===== src/rtl/timer_counter.sv =====
// One-shot down-counter with prescaled ticks and a single-cycle Ovf5 done pulse.
// Define TIMER_COUNTER_RESTART_EN to let Start during RUN reload the count.
module timer_counter #(
  parameter int WIDTH    = 5,
  parameter int PRESCALE = 1
) (
  input  logic             Clk,
  input  logic             Reset,
  input  logic             Start,
  input  logic [WIDTH-1:0] EX_time,
  output logic             Ovf5,
  output logic             Busy,
  output logic [WIDTH-1:0] Count
);

  localparam int PW = (PRESCALE > 1) ? $clog2(PRESCALE) : 1;
  localparam logic [PW-1:0] PMAX = PW'(PRESCALE - 1);

  typedef enum logic {IDLE, RUN} state_t;

  state_t           state, state_n;
  logic [PW-1:0]    pre, pre_n;
  logic [WIDTH-1:0] cnt_n;
  logic [WIDTH-1:0] ld_val;
  logic             ovf_n;
  logic             busy_n;
  logic             tick;

  // A zero exposure still lasts one tick
  assign ld_val = (EX_time == '0) ? WIDTH'(1) : EX_time;
  assign tick   = (pre == PMAX);

  always_ff @(posedge Clk) begin
    if (Reset) begin
      state <= IDLE;
      pre   <= '0;
      Count <= '0;
      Ovf5  <= 1'b0;
      Busy  <= 1'b0;
    end else begin
      state <= state_n;
      pre   <= pre_n;
      Count <= cnt_n;
      Ovf5  <= ovf_n;
      Busy  <= busy_n;
    end
  end

  always_comb begin
    state_n = state;
    pre_n   = pre;
    cnt_n   = Count;
    ovf_n   = 1'b0;
    busy_n  = Busy;
    case (state)
      IDLE: begin
        if (Start) begin
          cnt_n   = ld_val;
          pre_n   = '0;
          busy_n  = 1'b1;
          state_n = RUN;
        end
      end
      RUN: begin
`ifdef TIMER_COUNTER_RESTART_EN
        if (Start) begin
          cnt_n = ld_val;
          pre_n = '0;
        end else
`endif
        if (tick) begin
          pre_n = '0;
          if (Count == WIDTH'(1)) begin
            cnt_n   = '0;
            ovf_n   = 1'b1;
            busy_n  = 1'b0;
            state_n = IDLE;
          end else begin
            cnt_n = Count - WIDTH'(1);
          end
        end else begin
          pre_n = pre + PW'(1);
        end
      end
      default: begin
        state_n = IDLE;
        busy_n  = 1'b0;
      end
    endcase
  end

endmodule


===== config.mk =====
export PLATFORM = sky130hd
export DESIGN_NAME = timer_counter
export DESIGN_NICKNAME = d
export VERILOG_FILES = /design/src/rtl/timer_counter.sv
export SDC_FILE = /design/constraint.sdc
export NUM_CORES = 1
export LEC_CHECK = 0
export ABC_AREA = 1
export CORE_AREA = 2 2 39 41
export DETAILED_ROUTE_END_ITERATION = 16
export DIE_AREA = 0 0 41 43
export DONT_BUFFER_PORTS = 1
export HOLD_SLACK_MARGIN = 0.06
export PLACE_DENSITY_LB_ADDON = 0.1
export SLEW_MARGIN = 25
export SYNTH_ARGS = -nofsm -noshare
export SYNTH_HDL_FRONTEND = slang
export SYNTH_SLANG_ARGS = --single-unit

===== constraint.sdc =====
create_clock -name Clk -period 1.4 [get_ports Clk]
set_input_delay 0.42 -clock Clk [delete_from_list [all_inputs] [get_ports Clk]]
set_output_delay 0.42 -clock Clk [all_outputs]
set_load 0.05 [all_outputs]

==> flow_summary.yaml, run 1 <==
drt:
  route.vias.total: 444
  wirelength_um: 1000
  wl_per_cell_um: 10.6
  antenna_left: 0
  drc: 0
  drt-vias-per-instance: 4.67
  firstDrtPassIters: 4
  drt-initial-drc-count: 12
place:
  buffer_ports.inserted: 0
  detailed_place_hpwl_um: 765
  post-place-cells: 92
  place_ws_ps: 227
  place_congestion: 0.786
sta:
  period_minus_slack_ps: 1340
  setup_violations: 0
  finalHoldViolations: 0
  fin_skew_ps: 3.64
  totalNegativeSetupSlack_ps: 0
  worst-slew-pin-transition_ps: 504
  timing.fmax_mhz: 746
  slew_headroom_pct: 66.4
  crit_path_setup_slack_layout_ps: 60.1
  finalHoldWorstSlack_ps: 218
  unrepaired_setup_endpoints_after_global_routing: "no"
  period_share_pct: 95.7
  drv_slew: 0
clocking:
  clock_tree.buffer_depth: 2
  postCtsHoldBufs: 0
  clk-insertion-delay-late_ps: 260
  cts-buffers-inserted: 3
  cts.htree.levels: 1
  post_cts.resized_instances: 0
  clock_tree.root_cell: "sky130_fd_sc_hd__clkbuf_4"
  clock_sink_count: 8
  clk_pin_slew_worst_paths_ps: 60
  post_cts_setup_buffers: 0
  cts_tree: "built"
setup_path:
  cpLargestDelayFamily: "flip-flops"
  crit_path_max_cell_delay_ps: 420
  critPathBufInv: 1
  worst-setup-path-type: "flop to output pin"
  critical_path.max_fanout: 5
  rr_startpoint: "Count[1]"
  required_time_of_the_critical_path_ps: 980
  cell_by_cell_trace_of_the_critical_path: "buf_4"
  crit_path_start_kind: "flop"
  r2r_slack_ps: 220
  cp_slowest_cell: "sky130_fd_sc_hd__dfxtp_1"
  type_of_element_capturing_the_critical_path: "output pin"
  cp.arrival_ps: 920
  setup.worst_path.start: "Count[2]"
run_status:
  result_of_the_run: "finished, final reports clean"
final_layout:
  post_route_cells_drive_above_1_share_pct: 17.7
  insertedDiodeCount: 0
  synth_to_layout_area_growth_pct: 18.2
  layout.cells.non_filler: 95
  fin_nets: 91
global_routing:
  grt_start_max_net_pins: 8
  globalRouteTotalUtil_pct: 13.9
  vias_in_the_first_global_route: 351
  antenna_found_initial: 0
  globalRouteOverflowTotal: 0
  first_pass_grt_wire_length_um: 1500
synth:
  synth-seq-area-share_pct: 35.4
  yosysWarnings: 0
  yosys_register_bits: 8
  synth_cell_type_count: 13
  syn_inst: 71
  postSynthNetCount: 81
  synth.avg_cell_area_um2: 6.38
  mappedNetlistArea_um2: 453
die:
  io-pin-count: 15
  row_count: 14
  die_h_um: 43
  die_w_um: 41
  die_area_um2: 1760
  floorplan.core_area_um2: 1380
  initial_core_util_pct: 32.7
flow_run:
  max_cap_viol_count: 0
power:
  power.static_leakage_nw: 0.277
  vdd.ir_drop.worst_uv: 456
  pwr_density_cell_nw_per_um2: 1260
min_path:
  hold_class: "input pin to flop"
  hold_path.startpoint: "Reset"
through the flow:
step | power (W) | cell area (µm²) | util, %
6_report | 0.000675 | 536 | 38.7
5_1_grt | 0.000722 | 536 | 38.7
4_1_cts | 0.000686 | 536 | 38.7
3_5_place_dp | 0.000496 | 513 | 37.1
3_3_place_gp | 0.000496 | 513 | 37.1
2_1_floorplan | 0.000448 | 455 | -
cells in the mapped netlist, drive strengths merged:
| master | count | area share [%] |
|---|---|---|
| a21oi | 4 | 5.2 |
| nor3 | 3 | 3.3 |
| o211ai | 1 | 1.7 |
| xor2 | 1 | 1.9 |
| nand3 | 2 | 2.2 |
| ha | 2 | 5.5 |
| nand2 | 27 | 22 |
| nand3b | 2 | 3.3 |
| dfxtp | 8 | 35 |
| nor2 | 9 | 9.1 |
| inv | 12 | 9.9 |
placed cells by master, fill, tap and decap left out, drive strengths merged, types with 2 or more instances in the layout:
cell type	synthesis	layout
nand2	27	27
inv	12	12
nor2	9	9
dfxtp	8	8
buf	0	5
a21oi	4	4
nor3	3	3
clkbuf	0	3
nand3	2	2
nand3b	2	2
ha	2	2
cell type report:
type / count / area, µm²
repair buffers: 5 / 37.5
clock buffers: 3 / 22.5
fillers: 154 / 848
multi-input cells: 51 / 248
inverters: 12 / 45.0
well taps: 16 / 20.0
flip-flops and latches: 8 / 163
layer usage:
metal	GRT usage [%]	wire length, µm	vias to the layer above
met5	0	0	-
li1	-	-	235
met2	17.5	415	21
met4	14.0	49	0
met1	17.5	447	183
met3	3.66	92	5
worst paths after layout:
path / cells past startpoint / end
max reg2reg: 9 / Count[0]
min: 1 / Count[4]
max: 1 / Count[2]
min reg2reg: 2 / Ovf5
power breakdown:
part	internal, W	switching (W)
registers	0.000251	0.0000332
logic	0.0000701	0.000135
clock network	0.0000986	0.0000864
total	0.000420	0.000255
state kept, by name, indices dropped and copies added, names as in the netlist:
register,cells
state,1
Ovf5,1
Busy,1
Count,5
cell families (layout without fill, tap and decap cells):
family / count (synthesis) / count (layout) / share of synthesized area [%]
flip-flops: 8 / 8 / 35.4
adder cells (fa/ha/maj): 2 / 2 / 5.52
XOR/XNOR: 1 / 1 / 1.93
buffers and inverters: 12 / 20 / 9.94
AO/OA/AOI/OAI: 5 / 5 / 6.91
AND/OR/NAND/NOR: 43 / 43 / 40.3
No activity file was read; power rests on OpenSTA's default activity.
==> run 2, diff against run 1 <==
PLACE_DENSITY = 0.45   (was unset)
PLACE_DENSITY_LB_ADDON = unset   (was 0.1)
==> run 2 against run 1 <==
Effect of this change: utilization did not move; clock skew decreased by 3.2 ps; highest routed layer unchanged; largest cell class unchanged; via count down 1.6%; combinational power about the same; global-route usage unchanged; cell count unchanged; register-to-register slack hardly changed; sequential power about the same; total power decreased by 0.57%; fmax increased by 0.71%; non-clock buffer count did not move.
==> flow_summary.yaml, run 2 (synthesis gave the netlist of run 1 again) <==
setup_path:
  cp.arrival_ps: 910
  critical_path_cell_count: 1
  crit_path_start_kind: "flop"
  critPathCapture: "Count[2]"
  cell_by_cell_trace_of_the_critical_path: "buf_4"
  required_time_of_the_critical_path_ps: 980
  critical_path.reg2reg.endpoint: "Count[0]"
  critPathBufInv: 1
  crit_path_max_cell_delay_ps: 410
  critical_path.max_fanout: 5
  r2r_slack_ps: 220
  worst-setup-path-type: "flop to output pin"
  rr_startpoint: "Count[1]"
  type_of_element_capturing_the_critical_path: "output pin"
  cp_slowest_cell: "sky130_fd_sc_hd__dfxtp_1"
  cpLargestDelayFamily: "flip-flops"
  worstRegToRegCells: 9
  setup.worst_path.start: "Count[2]"
die:
  row_count: 14
  initial_core_util_pct: 32.7
  die_w_um: 41
  io-pin-count: 15
  die_h_um: 43
  die_area_um2: 1760
  floorplan.core_area_um2: 1380
drt:
  wirelength_um: 985
  drt-vias-per-instance: 4.60
  route.vias.total: 437
  antenna_left: 0
  drt-initial-drc-count: 5
  firstDrtPassIters: 4
  drc: 0
  wl_per_cell_um: 10.4
sta:
  slew_headroom_pct: 66.4
  period_minus_slack_ps: 1330
  fin_skew_ps: 0.430
  timing.fmax_mhz: 752
  totalNegativeSetupSlack_ps: 0
  finalHoldWorstSlack_ps: 219
  drv_slew: 0
  setup_violations: 0
  period_share_pct: 95.0
  unrepaired_setup_endpoints_after_global_routing: "no"
  finalHoldViolations: 0
  worst-slew-pin-transition_ps: 503
final_layout:
  synth_to_layout_area_growth_pct: 18.2
  largest-register: "Count"
  largest_reg_flops: 5
  n_fill_cell: 154
  post_route_cells_drive_above_1_share_pct: 17.7
  insertedDiodeCount: 0
  final_common_cell: "sky130_fd_sc_hd__nand2_1"
  mostFrequentLayoutCells: "sky130_fd_sc_hd__nand2_1 (27), sky130_fd_sc_hd__inv_1 (12), sky130_fd_sc_hd__dfxtp_1 (6), sky130_fd_sc_hd__nor2_1 (6), sky130_fd_sc_hd__buf_4 (5)"
  fin_nets: 91
run_status:
  result_of_the_run: "finished, final reports clean"
clocking:
  postCtsHoldBufs: 0
  clock_sink_count: 8
  cts_tree: "built"
  clock_tree.root_cell: "sky130_fd_sc_hd__clkbuf_4"
  cts-buffers-inserted: 3
  clk_pin_slew_worst_paths_ps: 50
  clock_tree.buffer_depth: 2
  post_cts_setup_buffers: 0
  clk-insertion-delay-late_ps: 260
  cts.htree.levels: 1
  post_cts.resized_instances: 0
place:
  place_congestion: 0.783
  detailed_place_hpwl_um: 767
  buffer_ports.inserted: 0
global_routing:
  first_pass_grt_wire_length_um: 1590
  vias_in_the_first_global_route: 373
  globalRouteTotalUtil_pct: 13.9
  globalRouteOverflowTotal: 0
  grt_start_max_net_pins: 8
  antenna_found_initial: 0
power:
  power.static_leakage_nw: 0.277
  swShare_pct: 37.5
  p_seq_share_pct: 42.4
  switchingPower_w: 0.000252
  power.share.clock_pct: 27.1
  p_int_w: 0.000419
  share_comb_of_total_power_pct: 30.5
  pwr_density_cell_nw_per_um2: 1250
  vdd.ir_drop.worst_uv: 406
min_path:
  hold-path-cell-count: 1
  hold_class: "input pin to flop"
flow_run:
  max_cap_viol_count: 0
run 2: cell counts in the layout (fill, tap and decap cells not counted):
Identical to the previous run, type by type.
run 2: worst min-delay path by stage:
stage	slack, ps	startpoint	endpoint
2_1_floorplan	490	Reset	Count[2]
3_3_place_gp	490	Reset	Count[4]
3_5_place_dp	490	Reset	Count[3]
4_1_cts	220	Reset	Count[4]
5_1_grt	210	Reset	Count[4]
6_report	220	Reset	Count[4]
run 2: layout make-up:
type / instances / area (µm²) / area share, %
multi-input cells: 51 / 248 / 46.3
flip-flops and latches: 8 / 163 / 30.4
inverters: 12 / 45.0 / 8.41
repair buffers: 5 / 37.5 / 7.01
clock buffers: 3 / 22.5 / 4.21
well taps: 16 / 20.0 / 3.74
run 2: power groups by stage:
stage / Sequential, W / Combinational [W] / Clock [W]
after global routing: 0.000288 / 0.000229 / 0.000204
after floorplan: 0.000342 / 0.000106 / 0
after detailed placement: 0.000290 / 0.000205 / 0
final: 0.000284 / 0.000204 / 0.000182
after global placement: 0.000290 / 0.000208 / 0
after CTS: 0.000285 / 0.000206 / 0.000189
run 2: layer usage:
metal	up-vias	GRT usage, %	wire [µm]
met5	-	0	0
li1	233	-	-
met4	0	12.0	29
met3	5	5.24	71
met1	184	17.8	479
met2	15	17.2	403
run 2: metrics by stage:
| stage | power (W) | std cells | worst slack, ps | instance area (µm²) | util [%] |
|---|---|---|---|---|---|
| 6_report | 0.000671 | 95 | 69.5 | 536 | 38.7 |
| 3_5_place_dp | 0.000495 | 92 | 225 | 513 | 37.1 |
| 4_1_cts | 0.000680 | 95 | 61.4 | 536 | 38.7 |
| 5_1_grt | 0.000722 | 95 | 35.1 | 536 | 38.7 |
| 3_3_place_gp | 0.000498 | 92 | 255 | 513 | 37.1 |
| 2_1_floorplan | 0.000448 | 71 | 139 | 455 | - |
==> run 3, diff against run 2 <==
CORE_AREA = unset   (was 2 2 39 41)
CORE_UTILIZATION = 30   (was unset)
DIE_AREA = unset   (was 0 0 41 43)
PLACE_DENSITY = unset   (was 0.45)
clock period = 1.6 ns   (was 1.4 ns; I/O delays follow)
==> run 3 against run 2 <==
Effect of this change: sequential share of layout area is 0.26 points lower; clock power decreased by 18%; utilization rose by 0.69 points; clock skew rose by 2.3 ps.
==> flow_summary.yaml, run 3 (synthesis gave the netlist of run 1 again) <==
power:
  swShare_pct: 36.6
  share_comb_of_total_power_pct: 31.0
  vdd.ir_drop.worst_uv: 390
  p_seq_share_pct: 43.0
  p_int_w: 0.000365
  switchingPower_w: 0.000211
  power.share.clock_pct: 26.0
  power.static_leakage_nw: 0.277
  pwr_density_cell_nw_per_um2: 1080
global_routing:
  grt_start_max_net_pins: 8
  globalRouteOverflowTotal: 0
  vias_in_the_first_global_route: 362
  first_pass_grt_wire_length_um: 1480
  globalRouteTotalUtil_pct: 13.9
  antenna_found_initial: 0
setup_path:
  crit_path_start_kind: "flop"
  required_time_of_the_critical_path_ps: 1120
  type_of_element_capturing_the_critical_path: "output pin"
  worst-setup-path-type: "flop to output pin"
  setup.worst_path.start: "Count[2]"
  critPathBufInv: 1
  rr_startpoint: "Count[0]"
  cell_by_cell_trace_of_the_critical_path: "buf_4"
  critical_path.max_fanout: 5
  crit_path_max_cell_delay_ps: 420
  cpLargestDelayFamily: "flip-flops"
  cp_slowest_cell: "sky130_fd_sc_hd__dfxtp_1"
  cp.arrival_ps: 900
clocking:
  clk_pin_slew_worst_paths_ps: 50
  post_cts_setup_buffers: 0
  clk-insertion-delay-late_ps: 250
  cts_tree: "built"
  post_cts.resized_instances: 0
  clock_tree.root_cell: "sky130_fd_sc_hd__clkbuf_4"
  cts-buffers-inserted: 3
  postCtsHoldBufs: 0
  cts.htree.levels: 1
  clock_sink_count: 8
  clock_tree.buffer_depth: 2
sta:
  period_minus_slack_ps: 1380
  worst-slew-pin-transition_ps: 506
  finalHoldViolations: 0
  setup_violations: 0
  crit_path_setup_slack_layout_ps: 217
  timing.fmax_mhz: 723
  fin_skew_ps: 2.71
  slew_headroom_pct: 66.2
  unrepaired_setup_endpoints_after_global_routing: "no"
  totalNegativeSetupSlack_ps: 0
  drv_slew: 0
  period_share_pct: 86.4
final_layout:
  insertedDiodeCount: 0
  synth_to_layout_area_growth_pct: 17.4
  n_fill_cell: 161
  fin_nets: 91
  largest_reg_flops: 5
  multiInputGateArea_um2: 248
  mostFrequentLayoutCells: "sky130_fd_sc_hd__nand2_1 (27), sky130_fd_sc_hd__inv_1 (12), sky130_fd_sc_hd__dfxtp_1 (8)"
  ff_latch_area_um2: 160
  largest-register: "Count"
  final_common_cell: "sky130_fd_sc_hd__nand2_1"
  post_route_cells_drive_above_1_share_pct: 15.2
die:
  row_count: 13
  io-pin-count: 15
  floorplan.core_area_um2: 1350
  die_h_um: 40.9
  die_area_um2: 1670
  initial_core_util_pct: 33.5
  die_w_um: 40.9
place:
  buffer_ports.inserted: 0
  place_ws_ps: 457
  place_congestion: 0.858
  detailed_place_hpwl_um: 736
drt:
  wirelength_um: 918
  wl_per_cell_um: 9.77
  drt-initial-drc-count: 12
  firstDrtPassIters: 2
  antenna_left: 0
  drc: 0
  route.vias.total: 432
  drt-vias-per-instance: 4.60
flow_run:
  max_cap_viol_count: 0
run_status:
  result_of_the_run: "finished, final reports clean"
min_path:
  hold_path.startpoint: "Reset"
  hold_class: "input pin to flop"
## run 3: cell counts in the layout (fill, tap and decap cells not counted)
No cell type changed its count.
## run 3: layout make-up
type,instances,share of cell area (%)
Clock buffer,3,4.24
Inverter,12,8.47
Multi-Input combinational cell,51,46.6
Sequential cell,8,30.1
Tap cell,15,3.53
Timing Repair Buffer,5,7.06
## run 3: metal layers
layer / vias up / track usage (%) / routed length, µm
met5: - / 0 / 0
met4: 0 / 12.5 / 23
met3: 4 / 2.72 / 60
met2: 14 / 19.9 / 375
met1: 181 / 17.2 / 458
li1: 233 / - / -
## run 3: path summary, 6_finish.rpt
kind                            slack [ps]  cells past startpoint        to
worst min-delay path                   290                      1  Count[2]
worst max register to register         450                      8  Count[0]
worst max-delay path                   220                      1  Count[2]
worst min register to register         590                      2      Ovf5
## run 3: per-stage QoR
step	cells	instance area [µm²]	hold WS (ps)	power (W)	util, %
floorplan	71	453	542	0.000391	-
global placement	91	509	552	0.000430	37.7
detailed placement	91	509	554	0.000432	37.7
CTS	94	532	279	0.000591	39.4
global route	94	532	274	0.000622	39.4
finish	94	532	291	0.000576	39.4
## run 3: power groups by stage
stage	Combinational [W]	Sequential (W)	Clock, W
CTS	0.000181	0.000248	0.000163
global placement	0.000179	0.000251	0
detailed placement	0.000180	0.000252	0
floorplan	0.0000927	0.000298	0
global route	0.000201	0.000251	0.000170
finish	0.000179	0.000248	0.000150
